===== config.mk =====
export PLATFORM = sky130hd
export DESIGN_NAME = piso_serializer
export DESIGN_NICKNAME = d
export VERILOG_FILES = /design/src/rtl/piso_serializer.sv
export SDC_FILE = /design/constraint.sdc
export NUM_CORES = 1
export LEC_CHECK = 0
export CAP_MARGIN = 10
export CELL_PAD_IN_SITES_DETAIL_PLACEMENT = 1
export CELL_PAD_IN_SITES_GLOBAL_PLACEMENT = 2
export CORE_MARGIN = 10
export CORE_UTILIZATION = 30
export DETAILED_ROUTE_END_ITERATION = 7
export DONT_BUFFER_PORTS = 1
export PLACE_DENSITY = 0.65
export SETUP_SLACK_MARGIN = 0.15
export SLEW_MARGIN = 15
export SYNTH_ARGS = -nofsm -noshare
export SYNTH_HDL_FRONTEND = slang
export SYNTH_SLANG_ARGS = --single-unit

===== constraint.sdc =====
create_clock -name clock -period 3.75 [get_ports clock]
set_input_delay 0.75 -clock clock [delete_from_list [all_inputs] [get_ports clock]]
set_output_delay 0.75 -clock clock [all_outputs]
set_load 0.02 [all_outputs]

===== src/rtl/piso_serializer.sv =====
// Parallel-in/serial-out transmitter with valid/ready handshakes on the load and serial sides.
// Serial data is presented as true and complement outputs; the bit order is set by MSB_FIRST.
module piso_serializer #(
   parameter int WIDTH     = 8,
   parameter bit MSB_FIRST = 1'b1
) (
   input  logic             clock,
   input  logic             _reset,
   input  logic             load_valid,
   output logic             load_ready,
   input  logic [WIDTH-1:0] load_data,
   output logic             ser_out,
   output logic             ser_nout,
   output logic             ser_valid,
   input  logic             ser_ready,
   output logic             ser_first,
   output logic             done
);

   localparam int CW = $clog2(WIDTH);

   localparam logic [0:0]    IDLE     = 1'b0;
   localparam logic [0:0]    SHIFT    = 1'b1;
   localparam logic [CW-1:0] LAST_CNT = CW'(WIDTH - 1);

   logic [0:0]       state;
   logic [WIDTH-1:0] shift_reg;
   logic [WIDTH-1:0] shifted;
   logic [CW-1:0]    bit_cnt;
   logic             first_q;
   logic             done_q;
   logic             last_bit;
   logic             load_fire;

   // bit_cnt counts the bits still to go after the one currently on ser_out
   assign last_bit   = (state == SHIFT) && (bit_cnt == '0);
   assign load_ready = (state == IDLE) || (last_bit && ser_ready);
   assign load_fire  = load_valid && load_ready;

   // NOTE: every always_comb output gets a default first so no latch can be inferred.
   always_comb begin
      shifted = shift_reg;
      if (MSB_FIRST)
         shifted = {shift_reg[WIDTH-2:0], 1'b0};
      else
         shifted = {1'b0, shift_reg[WIDTH-1:1]};
   end

   // NOTE: state is updated with non-blocking assignments so every register samples pre-edge values.
   always_ff @(posedge clock or negedge _reset) begin
      if (!_reset) begin
         state     <= IDLE;
         shift_reg <= '0;
         bit_cnt   <= '0;
         first_q   <= 1'b0;
         done_q    <= 1'b0;
      end else begin
         done_q <= 1'b0;
         if (load_fire) begin
            // A reload from SHIFT happens only on the last-bit edge, which also completes a word
            if (state == SHIFT)
               done_q <= 1'b1;
            state     <= SHIFT;
            shift_reg <= load_data;
            bit_cnt   <= LAST_CNT;
            first_q   <= 1'b1;
         end else if ((state == SHIFT) && ser_ready) begin
            first_q <= 1'b0;
            if (bit_cnt == '0) begin
               done_q    <= 1'b1;
               state     <= IDLE;
               shift_reg <= '0;
            end else begin
               shift_reg <= shifted;
               bit_cnt   <= bit_cnt - CW'(1);
            end
         end
      end
   end

   assign ser_out   = MSB_FIRST ? shift_reg[WIDTH-1] : shift_reg[0];
   assign ser_nout  = ~ser_out;
   assign ser_valid = (state == SHIFT);
   assign ser_first = first_q;
   assign done      = done_q;

endmodule


== Word-level counts from Yosys, hierarchy flattened ==
Cells that the tools add are included.
Word-level totals
  register bits after elaboration: 14
  input bits: 12
  word-level logic and storage cells: 34
Operators by class
  add/sub/neg operators: 1
  equal/unequal tests: 1
  muxes and demuxes: 15
  bitwise operators: 2
  reductions and logical operators: 10
Operator list (count)
  8-bit two-way mux: 3
  1-bit two-way mux: 9
  3-bit two-way mux: 3
  1-bit logical AND: 4
  2-bit AND reduction: 2
  2-bit nonzero test: 2
  3-bit logical NOT: 1
  3-bit by 1-bit subtractor with 3-bit output, second input constant: 1
  2-bit != test, second input constant: 1
  1-bit inverter: 2
  1-bit logical OR: 1

== Depth between registers and ports, before layout ==
  depth in word-level cells: 7
  depth in mapped cells: 5

== Worst setup path before layout ==
OpenSTA, ideal clock, no wires.
  path type: in2out
  start point: in ser_ready
  end point: out load_ready
  arrival: 1.088 ns
  required time: 3.000 ns
  path slack: 1.912 ns
  stages: 2
  cells stage by stage: nand3b_1 -> nand2_1
On the way
  cells in the longest elaborated chain, start to end: 2
Ends and longest elaborated chain
  start: declaration: RTL line 15  | input logic ser_ready,
  1-bit logical AND: RTL line 37  | assign load_ready = (state == IDLE) || (last_bit && ser_ready);
  1-bit logical OR: RTL line 37
  end: declaration: RTL line 10  | output logic load_ready,
No other way between the ends.

== Worst setup path after layout ==
  start point: reg bit_cnt[0]
  end point: out load_ready
On the way
  cells in the longest elaborated chain, start to end: 4
Ends and longest elaborated chain
  start: declaration: RTL line 29  | logic [CW-1:0] bit_cnt;
  start signal: assignment: RTL line 75  | bit_cnt <= bit_cnt - CW'(1);
  3-bit logical NOT: RTL line 36  | assign last_bit = (state == SHIFT) && (bit_cnt == '0);
  1-bit logical AND: RTL line 36
  1-bit logical AND: RTL line 37
  1-bit logical OR: RTL line 37
No other way between the ends.

==> run summary <==
Post-synthesis simple-gate area fraction: 0.159
ANT cells: 0
1st-pass router iterations: 2
Met3 usage: 0.0496
Post-CTS Resized: 0
Slew Limit Fails: 0
Critical Path End: load_ready
Hold_buf cts: 0
Crit path capture type: output port
Total Routing Usage GR: 0.0739
GRT overflow: 0
Post-Syn Area: 684 um2
R2R setup slack: 2.08 ns
Routed wire length: 1.45 mm
Critical path launch point: bit_cnt[0]$_DFFE_PN0P_
Rows: 17
Residual DRC count: 0
Dpl cell area: 708 um2
NumNets Final: 78
Commonest non-fill, non-tap cell in the layout: dfrtp_1
Power Density: 652 nW/um2
R2R Path End: shift_reg[5]$_DFFE_PN0P_
Yosys warning total: 0
Critical path type: reg -> out
Detailed placement HPWL: 1.11 mm
Global-route wire length before repair: 2.57 mm
Total chip power: 0.000485 W
H-tree Lvls: 1
Die X: 67.8 um
Compound-Gate Fraction of Synth Area: 0.239
Area of the multi-input gates: 312 um2
Mapped Nets: 74
GR met1 Demand/Resource: 0.0891
LEAKAGE: 0.345 nW
Port bufs: 0
Initial Util: 0.312
Slew @ Worst Pin: 0.584 ns
Clock skew: 0.00212 ns
Combinational share of power: 0.279
Commonest non-fill, non-tap cells in the layout: dfrtp_1 (14), and2_1 (7), a221o_1 (7)
Unique cell type count in the Yosys netlist: 22
DR WL/cell: 15.9 um
Sw Share: 0.328
Critical Path, Cell by Cell: inv_1, ha_1, nand3b_1, nand2_1
Vias: 476
Placeable Area: 2190 um2
Worst-path maximum fanout: 5
# IOs: 18
Fin crit share: 0.570
Largest net degree at the start of global routing: 15
Die area: 4590 um2
Share of power burned in registers: 0.505
Met2 Track Usage GR: 0.107
Post-route design area: 744 um2
Max stage delay on crit path: 0.41 ns
Largest family of logic cells by synthesized area: compound AO/OA/AOI/OAI gates
Clk sink count: 14
Final Setup Violations: 0
Adder-Cell Fraction of Synth Area: 0.0366
Number of global-route vias before repair: 562
Outcome: complete, no violations
CTS tree: built
Initial detailed-routing violation count: 20
Clock network fraction of design power: 0.216
Later-pin clock latency in the skew report: 0.27 ns
Clock slew at reported path FFs: 0.08 ns
Register area share after synthesis: 0.512
Net switching power: 0.000159 W
Worst slew margin: 0.611
Post-synthesis mux area share: 0.0201
Die height: 67.8 um
GRT busiest layer: met2
WP data arrival: 1.39 ns
Final ANT Viol Nets: 0
DR vias/cell: 5.23
Share of cells above drive strength 1: 0.111
Worst setup SP type: register
Max-Cap Viols: 0
Synth-to-layout area growth: 8.78%
Max IR drop VDD: 0.000278 V
RSZ-0062 raised after global routing: no
Finished Layout Cells: 91
Post-Place Setup Slack: 1.87 ns
Fillers: 255
Placed insts: 87
Setup_tns: 0 ns
Period minus WS final: 2.14 ns
Fmax: 468 MHz
Clk root buf: clkbuf_4
Clock Path Buffers: 2
Worst setup margin: 1.61 ns
Reg-to-Reg Start: ser_valid$_DFFE_PN0P_
Initial antenna violation count: 0
Syn_area_per_cell: 11.4 um2
Synth Area in XOR/XNOR: 0
FF/Latch Area: 350 um2
Slowest stage cell, crit path: dfrtp_1
TritonCTS buffer count: 3
Number of post-CTS setup repair buffers: 0
Synth Register Bits: 14
Max FFs per register: 8
Path depth of the worst reg2reg path: 3
Critical path required time: 3.00 ns
Power Internal: 0.000326 W
GP Congestion: 0.657
Hold WC Path Type: in -> async
Final Hold Vio Count: 0
Post-Synthesis Cells: 60
==> cell usage after synthesis <==
cell       number  area, um2
a21o_1          1       7.51
nand2_1         5       18.8
inv_1           3       11.3
and2_1          7       43.8
o21ai_0         2       10.0
dfrtp_1        14        350
a211oi_1        2       15.0
buf_6           1       11.3
o22a_1          1       8.76
nand2b_1        2       12.5
nor2_1          2       7.51
a22o_1          1       8.76
nand3b_1        1       7.51
a221o_1         7       70.1
ha_1            2       25.0
nor2b_1         2       12.5
a21boi_4        1       18.8
a21oi_1         2       10.0
or2_2           1       6.26
o22ai_1         1       6.26
mux2i_2         1       13.8
a2bb2oi_1       1       8.76
==> worst max-delay path, delay by kind of cell (launching register included) <==
family / cells / cell delay [ns]
buffers and inverters: 1 / 0.09
AND/OR/NAND/NOR: 2 / 0.40
adder cells (fa/ha/maj): 1 / 0.22
flip-flops: 1 / 0.41
==> area by class of cell <==
cell class | count | share of cell area
flip-flops and latches | 14 | 0.471
multi-input cells | 42 | 0.418
clock buffers | 4 | 0.0487
well taps | 28 | 0.0471
inverters | 3 | 0.0151
==> layer usage <==
| metal | routed length [um] | vias to the layer above |
|---|---|---|
| li1 | - | 226 |
| met1 | 630 | 234 |
| met2 | 666 | 14 |
| met3 | 146 | 2 |
| met4 | 6 | 0 |
| met5 | 0 | - |
==> worst min path at each step <==
stage / depth (start not counted) / from / end
finish: 0 / _reset / bit_cnt[2]$_DFFE_PN0P_
detailed placement: 0 / _reset / bit_cnt[2]$_DFFE_PN0P_
floorplan: 0 / _reset / bit_cnt[0]$_DFFE_PN0P_
global placement: 0 / _reset / bit_cnt[2]$_DFFE_PN0P_
CTS: 0 / _reset / bit_cnt[2]$_DFFE_PN0P_
global route: 0 / _reset / shift_reg[5]$_DFFE_PN0P_
==> cells by family (layout without fill, tap and decap cells) <==
kind of cell,after synthesis,in the layout
DFF,14,14
and+or+nand+nor,20,20
muxes,1,1
buffers and inverters,4,7
AOI/OAI and AO/OA,19,19
adders and majority gates,2,2
==> through the flow <==
stage | hold slack (ns) | utilization
finish | 0.162 | 0.340
global route | 0.125 | 0.340
CTS | 0.148 | 0.340
global placement | 0.455 | 0.323
detailed placement | 0.455 | 0.323
floorplan | 0.454 | -
==> power groups by stage <==
stage,sequential [W],combinational (W),clock (W)
CTS,0.000246,0.000138,0.000110
global route,0.000255,0.000158,0.000120
detailed placement,0.000249,0.000138,0
global placement,0.000247,0.000137,0
floorplan,0.000235,0.000123,0
finish,0.000245,0.000136,0.000105
Note: power is estimated with default switching activity, not from simulation.
